==> src/rtl/uart_pkg.sv <==
// Shared types and constants for the UART receive path.
package uart_pkg;

  typedef enum logic [1:0] {IDLE, START, DATA, STOP} rx_state_t;

  localparam logic [31:0] UART_EMPTY_WORD = 32'hFFFF_FFFF;
  localparam int          UART_DIV_MIN    = 2;

  // Divisors below the minimum would leave no room for mid-bit sampling.
  function automatic logic [15:0] eff_div(input logic [15:0] d);
    return (d < 16'(UART_DIV_MIN)) ? 16'(UART_DIV_MIN) : d;
  endfunction

endpackage

==> src/rtl/uart_rx_fifo_sync_fifo.sv <==
// Circular byte buffer; pointers carry one extra wrap bit to tell full from empty.
module sync_fifo #(
  parameter int WIDTH = 8,
  parameter int DEPTH = 16,
  localparam int AW   = $clog2(DEPTH)
) (
  input  logic             clk,
  input  logic             rst,
  input  logic             push,
  input  logic [WIDTH-1:0] wdata,
  input  logic             pop,
  output logic [WIDTH-1:0] rdata,
  output logic             full,
  output logic             empty,
  output logic [AW:0]      level
);

  logic [WIDTH-1:0] mem_q [DEPTH];
  logic [AW:0]      wp_q, rp_q, level_q;
  logic             do_pop, do_push;

  assign empty   = (wp_q == rp_q);
  assign full    = (wp_q[AW] != rp_q[AW]) && (wp_q[AW-1:0] == rp_q[AW-1:0]);
  // A pop in the same cycle frees the slot a push on a full buffer needs.
  assign do_pop  = pop & ~empty;
  assign do_push = push & (~full | do_pop);
  assign rdata   = mem_q[rp_q[AW-1:0]];
  assign level   = level_q;

  always_ff @(posedge clk or posedge rst) begin
    if (rst) begin
      wp_q    <= '0;
      rp_q    <= '0;
      level_q <= '0;
    end else begin
      if (do_push) wp_q <= wp_q + 1'b1;
      if (do_pop)  rp_q <= rp_q + 1'b1;
      case ({do_push, do_pop})
        2'b10:   level_q <= level_q + 1'b1;
        2'b01:   level_q <= level_q - 1'b1;
        default: level_q <= level_q;
      endcase
    end
  end

  always_ff @(posedge clk) begin
    if (do_push) mem_q[wp_q[AW-1:0]] <= wdata;
  end

endmodule

==> src/rtl/uart_rx_fifo.sv <==
// 8N1 UART receiver: line synchroniser, mid-bit sampling deframer and RX byte FIFO
// exposed as a 32-bit register word (all-ones when empty).
module uart_rx_fifo
  import uart_pkg::*;
#(
  parameter int FIFO_DEPTH  = 16,
  parameter int SYNC_STAGES = 2
) (
  input  logic                          clk,
  input  logic                          rst,
  input  logic                          rx_in,
  input  logic [15:0]                   div,
  input  logic                          data_rd,
  output logic [31:0]                   data,
  output logic                          error,
  output logic                          overrun,
  output logic [$clog2(FIFO_DEPTH):0]   rx_level
);

  logic [SYNC_STAGES-1:0] sync_q;
  logic                   rx_prev_q, rx_s, fall;

  rx_state_t   state_q, state_d;
  logic [15:0] cnt_q, cnt_d, div_q, div_d;
  logic [2:0]  bit_q, bit_d;
  logic [7:0]  shift_q, shift_d;
  logic        brk_q, brk_d;
  logic        error_q, overrun_q;
  logic        good, err_d, overrun_d;

  logic        fifo_full, fifo_empty;
  logic [7:0]  head;

  assign rx_s = sync_q[SYNC_STAGES-1];
  assign fall = rx_prev_q & ~rx_s;

  always_ff @(posedge clk or posedge rst) begin
    if (rst) begin
      sync_q    <= '1;
      rx_prev_q <= 1'b1;
    end else begin
      sync_q    <= {sync_q[SYNC_STAGES-2:0], rx_in};
      rx_prev_q <= rx_s;
    end
  end

  always_ff @(posedge clk or posedge rst) begin
    if (rst) begin
      state_q   <= IDLE;
      cnt_q     <= '0;
      div_q     <= 16'(UART_DIV_MIN);
      bit_q     <= '0;
      shift_q   <= '0;
      brk_q     <= 1'b0;
      error_q   <= 1'b0;
      overrun_q <= 1'b0;
    end else begin
      state_q   <= state_d;
      cnt_q     <= cnt_d;
      div_q     <= div_d;
      bit_q     <= bit_d;
      shift_q   <= shift_d;
      brk_q     <= brk_d;
      error_q   <= err_d;
      overrun_q <= overrun_d;
    end
  end

  always_comb begin
    state_d = state_q;
    cnt_d   = cnt_q;
    div_d   = div_q;
    bit_d   = bit_q;
    shift_d = shift_q;
    brk_d   = brk_q;
    good    = 1'b0;
    err_d   = 1'b0;
    case (state_q)
      IDLE: begin
        if (fall) begin
          div_d   = eff_div(div);
          cnt_d   = eff_div(div) >> 1;
          state_d = START;
        end
      end
      START: begin
        if (cnt_q != '0) begin
          cnt_d = cnt_q - 16'd1;
        end else if (!rx_s) begin
          cnt_d   = div_q - 16'd1;
          bit_d   = '0;
          state_d = DATA;
        end else begin
          state_d = IDLE;
        end
      end
      DATA: begin
        if (cnt_q != '0) begin
          cnt_d = cnt_q - 16'd1;
        end else begin
          shift_d = {rx_s, shift_q[7:1]};
          cnt_d   = div_q - 16'd1;
          if (bit_q == 3'd7) state_d = STOP;
          else               bit_d   = bit_q + 3'd1;
        end
      end
      STOP: begin
        // After a framing error, hold here until the line idles so a break
        // does not turn into a run of 0x00 characters.
        if (brk_q) begin
          if (rx_s) begin
            brk_d   = 1'b0;
            state_d = IDLE;
          end
        end else if (cnt_q != '0) begin
          cnt_d = cnt_q - 16'd1;
        end else if (rx_s) begin
          good    = 1'b1;
          state_d = IDLE;
        end else begin
          err_d = 1'b1;
          brk_d = 1'b1;
        end
      end
      default: state_d = IDLE;
    endcase
  end

  assign overrun_d = good & fifo_full & ~data_rd;

  sync_fifo #(.WIDTH(8), .DEPTH(FIFO_DEPTH)) u_fifo (
    .clk   (clk),
    .rst   (rst),
    .push  (good),
    .wdata (shift_q),
    .pop   (data_rd),
    .rdata (head),
    .full  (fifo_full),
    .empty (fifo_empty),
    .level (rx_level)
  );

  assign data    = fifo_empty ? UART_EMPTY_WORD : {24'h0, head};
  assign error   = error_q;
  assign overrun = overrun_q;

endmodule

==> config.mk <==
export PLATFORM = sky130hd
export DESIGN_NAME = uart_rx_fifo
export DESIGN_NICKNAME = d
export VERILOG_FILES = /design/src/rtl/uart_pkg.sv /design/src/rtl/uart_rx_fifo_sync_fifo.sv /design/src/rtl/uart_rx_fifo.sv
export SDC_FILE = /design/constraint.sdc
export NUM_CORES = 1
export LEC_CHECK = 0
export ABC_CLOCK_PERIOD_IN_PS = 3100
export BUFFER_PORTS_ARGS = -buffer_cell sky130_fd_sc_hd__buf_2
export CORE_ASPECT_RATIO = 0.7
export CORE_MARGIN = 10
export CORE_UTILIZATION = 30
export DETAILED_ROUTE_END_ITERATION = 6
export GPL_TIMING_DRIVEN = 0
export SLEW_MARGIN = 20
export SYNTH_ARGS = -nofsm -noshare
export SYNTH_HDL_FRONTEND = slang
export SYNTH_SLANG_ARGS = --single-unit
==> constraint.sdc <==
create_clock -name clk -period 3.1 [get_ports clk]
set_input_delay 0.62 -clock clk [delete_from_list [all_inputs] [get_ports clk]]
set_output_delay 0.62 -clock clk [all_outputs]
set_load 0.01 [all_outputs]
Word-level counts from Yosys, hierarchy flattened
Memory sizes are Yosys's and may differ from the RTL's.
Cells that the tools add are included.

operators by class
  add/subtract/negate cells = 7
  order comparisons = 1
  equal/unequal tests = 19
  muxes and demuxes = 35
  bitwise logic cells = 11
  reductions and logical operators = 10

operators with widths
  cell                                                  number
  2-to-1 mux 16 bit                                     7
  case mux 16 bit (4 select lines)                      1
  2-to-1 mux 32 bit                                     1
  subtractor 16 x 1 -> 16 bit (second input constant)   2
  < comparator 16 x 2 -> 1 bit (second input constant)  1
  2-to-1 mux 2 bit                                      8
  != test 2 bit (second input constant)                 8
  nonzero test 16 bit                                   1
  adder 5 x 1 -> 5 bit (second input constant)          3
  2-to-1 mux 3 bit                                      4
  2-to-1 mux 1 bit                                      11
  case mux 5 bit (2 select lines)                       1
  AND reduction 5 bit                                   2
  case mux 2 bit (4 select lines)                       1
  == test 2 bit (second input constant)                 3
  != test 3 bit (second input constant)                 2
  case mux 3 bit (2 select lines)                       1
  bitwise AND 1 bit                                     5
  == test 5 bit                                         1
  inverter 1 bit                                        5
  subtractor 5 x 1 -> 5 bit (second input constant)     1
  == test 2 x 1 -> 1 bit (second input constant)        2
  == test 4 bit                                         1
  AND reduction 2 bit                                   2
  other kinds (8)                                       9

storage, ports and cells
  flip-flop bits (word level) = 66
  RAM bits = 128
  word-level logic and storage cells = 97
  memories = 1

memory list
  memory        words  width  rd ports  clocked after Yosys merged registers in  wr ports  line                          source
  u_fifo.mem_q  16     8      1         0                                        1         uart_rx_fifo_sync_fifo.sv:18  logic [WIDTH-1:0] mem_q [DEPTH];

Logic depth before layout (Yosys ltp)
  word-level depth = 7
  gate-level depth with buffers = 12
  depth with buffers taken out = 12

By module
A second synthesis with hierarchy kept.

unflattened totals
  cells, all modules = 659
  area, all modules = 9,168.8 sq um

modules (own cells, without submodules)
  module        times used  cells an instance  area an instance (sq um)  seq. area each (sq um)
  sync_fifo     1           302                5,838.1                   4,219.0
  uart_rx_fifo  1           357                3,330.7                   1,281.2

Least setup slack after synthesis
No wires, ideal clock.

  path type = register -> output
  start point = register u_fifo.rp_q[0]
  end point = output port data[0]
  data arrival time = 2,113 ps
  required time = 2,480 ps
  slack = 367 ps
  stages on the path, launching flop included = 6
  buffers on the path = 2
  path through = dfrtp_1 -> buf_2 -> buf_2 -> mux4_2 -> mux4_2 -> or2_2

on the way
  word-level cells in the longest chain between the ends = 2
  elaborated cells on any way between the ends = 3
  classes of those cells = eq/ne (1); mux (1); memory (1)

RTL lines
  element                                                    line                          source
  start: declaration                                         uart_rx_fifo_sync_fifo.sv:19  logic [AW:0] wp_q, rp_q, level_q;
  start signal: assignment                                   uart_rx_fifo_sync_fifo.sv:37  if (do_pop) rp_q <= rp_q + 1'b1;
  memory read (16 x 8 bit) or == test 5 bit (tied branches)  --
  2-to-1 mux 32 bit (*)                                      uart_rx_fifo.sv:143           assign data = fifo_empty ? UART_EMPTY_WORD : {24'h0, head};
  end: declaration                                           uart_rx_fifo.sv:14            output logic [31:0] data,

Mark *: on every way between the ends. The rest lies on a longest branch, timed or not.

Final worst setup path
Same ends and word-level chain as after synthesis.

==> qor.yml <==
floorplanning:
  start_util_pct: 30.5
  core_area_um2: 30000
  ios: 59
  rows: 53
  fp.dieW_um: 229
  die_area_um2: 38000
  die_h_um: 166
clocking:
  clk_latency_ns: 0.45
  cts-buffers-inserted: 17
  cts_tree: "done"
  ctsLongestPathBuffers: 2
  root_buffer: "clkbuf_16"
  clk_pin_slew_ns: 0.08
  cts_hold_buf: 0
  cts-htree-levels: 4
  cts.sinks: 194
synthesis:
  synth_area_leaders: "edfxtp_1 42%, dfrtp_1 17%, mux4_2 9.8%, mux2_2 2.8%, ha_1 2.3%"
  synth_most_common_cell: "edfxtp_1"
  synth_seq_cells: 194
  yosys_warnings: 0
  syn_avg_cell_area_um2: 14.3
  ys_seq_area_share_pct: 60.1
  synth_edf_count: 128
  ys.flop_type: "edfxtp_1"
  netlist-cell-type-count: 69
  async_flop_share_pct: 34.0
  yosys.area.top_type: "edfxtp_1"
  syn_area_um2: 9150
  synth_common_cells: "128 x edfxtp_1, 62 x dfrtp_1, 46 x nand2_1"
  syn-num-nets: 677
  yosysTopAreaCellShare_pct: 42.0
  synth_cells: 640
route:
  drc_errors: 0
  routed_wl_um: 21600
  ant_nets: 0
  wire_per_inst_um: 18.7
  dr_total_vias: 5590
  drt_iter0_markers: 452
  first_pass_iters: 7
  vias_per_cell: 4.83
flow_run:
  maxCapViolations: 0
timing:
  fin_crit_ns: 3.21
  setup_tns_ns: -0.653
  tightest_slew_ns: 0.942
  period_share_pct: 104
  clock.fmax_mhz: 311
  skew_ns: 0.0178
  whs_ns: 0.172
  setup_violations: 8
  finalWorstSetupSlack_ns: -0.115
  grt_setup_unrepaired: "yes"
  final_hold_viol_count: 0
  maxSlewHeadroom_pct: 37.1
  final_max_slew_viol_count: 0
placement:
  pre_cts_slack_ns: -0.0836
  io_buffers: 58
  dpl.hpwl_um: 15000
  gp_congestion: 0.870
  placed_cell_area_um2: 10000
critical_path:
  required_ns: 2.48
  setup.worst_path.end_class: "output port"
  crit_start: "u_fifo.rp_q[0]"
  rr_worst_depth: 12
  r2r_end: "u_fifo.level[4]"
  worstPathMaxFanout: 7
  start_kind: "flop"
  rrSetupSlack_ns: 0.15
  critPathKind: "reg2out"
  r2r_start: "u_fifo.rp_q[0]"
  cp_data_arrival_time_ns: 2.59
layout:
  fillers: 2789
  seq_area_um2: 5500
  nNetsFinal: 769
  drive_above_1_share_pct: 34.2
  area_growth_pct: 21.7
  multi_input_area_um2: 3470
  finalInstanceArea_um2: 11100
status:
  violations: "negative setup slack"
  run_status: "finished, violations left"
grt:
  grt_max_degree: 37
  grt_pass1_vias: 5496
  grt_antenna_before_repair: 3
  gr-usage-all-layers_pct: 11.5
  grt_pass1_wl_um: 33800
  overflow: 0
power:
  clkPwrFrac_pct: 22.9
  ir_worst_vdd_mv: 0.474
  pwr_density_cell_nw_per_um2: 865
  power.share.switching_pct: 36.2
  power_frac_comb_pct: 41.6
  p_int_w: 0.00615
  p_leak_nw: 4.07
  p_seq_share_pct: 35.6
  power.switching_w: 0.00349
worst_hold_path:
  hold_path_class: "in2async"
## worst max path at each step
stage,to,slack [ns],cells after the start
finish,data[0],-0.11,6
global route,data[2],-0.19,6
CTS,data[3],-0.17,6
detailed placement,data[3],-0.08,6
global placement,u_fifo.mem_q[1][0],-0.47,7
floorplan,data[0],0.37,5
## stage by stage
step | instances | utilization (%) | total power (W)
after floorplan | 640 | - | 0.00588
after global placement | 1110 | 33.2 | 0.00686
after detailed placement | 1112 | 33.3 | 0.00690
after CTS | 1152 | 36.5 | 0.00963
after global routing | 1157 | 37.1 | 0.0102
final | 1158 | 37.1 | 0.00964
## timing repair
action / CTS / global route
pin swaps: 2 / 8
setup endpoints to repair: 112 / 161
buffers inserted: 4 / 5
gates cloned: 4 / 0
resized for setup: 60 / 20
## layout make-up
cell class	count	area share [%]
tap	412	4.63
multi-input combinational	380	31.1
clock buffer	17	3.82
antenna	1	0.0225
buffer	49	3.64
inverter	17	0.595
timing repair buffer	73	5.31
clock inverter	15	1.52
sequential	194	49.4
## cell usage in the layout (no fill, tap or decap), drive strengths merged, types with 5 or more instances in the layout
cell,Yosys,routed
nand2,47,47
dfrtp,62,62
a21oi,12,12
xnor2,19,19
buf,34,105
clkbuf,15,32
nand3,5,5
nor4,11,11
nand2b,8,8
mux4,40,40
inv,17,27
xor2,18,18
nor3,15,15
o31ai,12,12
nand4,10,10
nor2,44,44
or2,11,11
o21a,5,5
a31oi,5,5
a211oi,7,7
ha,17,17
mux2,24,24
clkinv,0,5
o21ai,24,24
edfxtp,128,128
## worst max-delay path, cell delays in order (launching register included)
cell     delay [ns]
dfrtp_2        0.42
buf_12         0.17
buf_12         0.14
mux4_2         0.57
mux4_2         0.48
or2_4          0.25
buf_6          0.12
## power groups by stage
stage,sequential (W),clock [W],combinational [W]
after detailed placement,0.00346,0,0.00343
after floorplan,0.00337,0,0.00251
after global routing,0.00347,0.00238,0.00437
final,0.00343,0.00220,0.00401
after global placement,0.00346,0,0.00340
after CTS,0.00341,0.00225,0.00396
## flip-flops by register name (all words and copies together), names as in the netlist, 3 cells and up, named ones only
register      cells
u_fifo.mem_q    128
cnt_q            16
div_q            16
shift_q           8
u_fifo.level      5
u_fifo.rp_q       5
u_fifo.wp_q       5
bit_q             3
## cells by family after synthesis
family | share of synthesized area, %
adder cells (fa/ha/maj) | 2.32
AND/OR/NAND/NOR | 10.1
AO/OA/AOI/OAI | 6.68
XOR/XNOR | 3.54
buffers and inverters | 4.03
flip-flops | 60.1
multiplexers | 13.3
## metal layers
metal / wire, um / share of wire, % / up-vias / global-route usage (%)
met5: 27 / 0.12 / - / 0
met4: 302 / 1.4 / 4 / 3.62
met3: 1640 / 7.6 / 24 / 3.48
met2: 9000 / 42 / 190 / 15.6
met1: 10700 / 49 / 2760 / 17.0
li1: - / - / 2612 / -
Power figures use the tool's default switching activity.
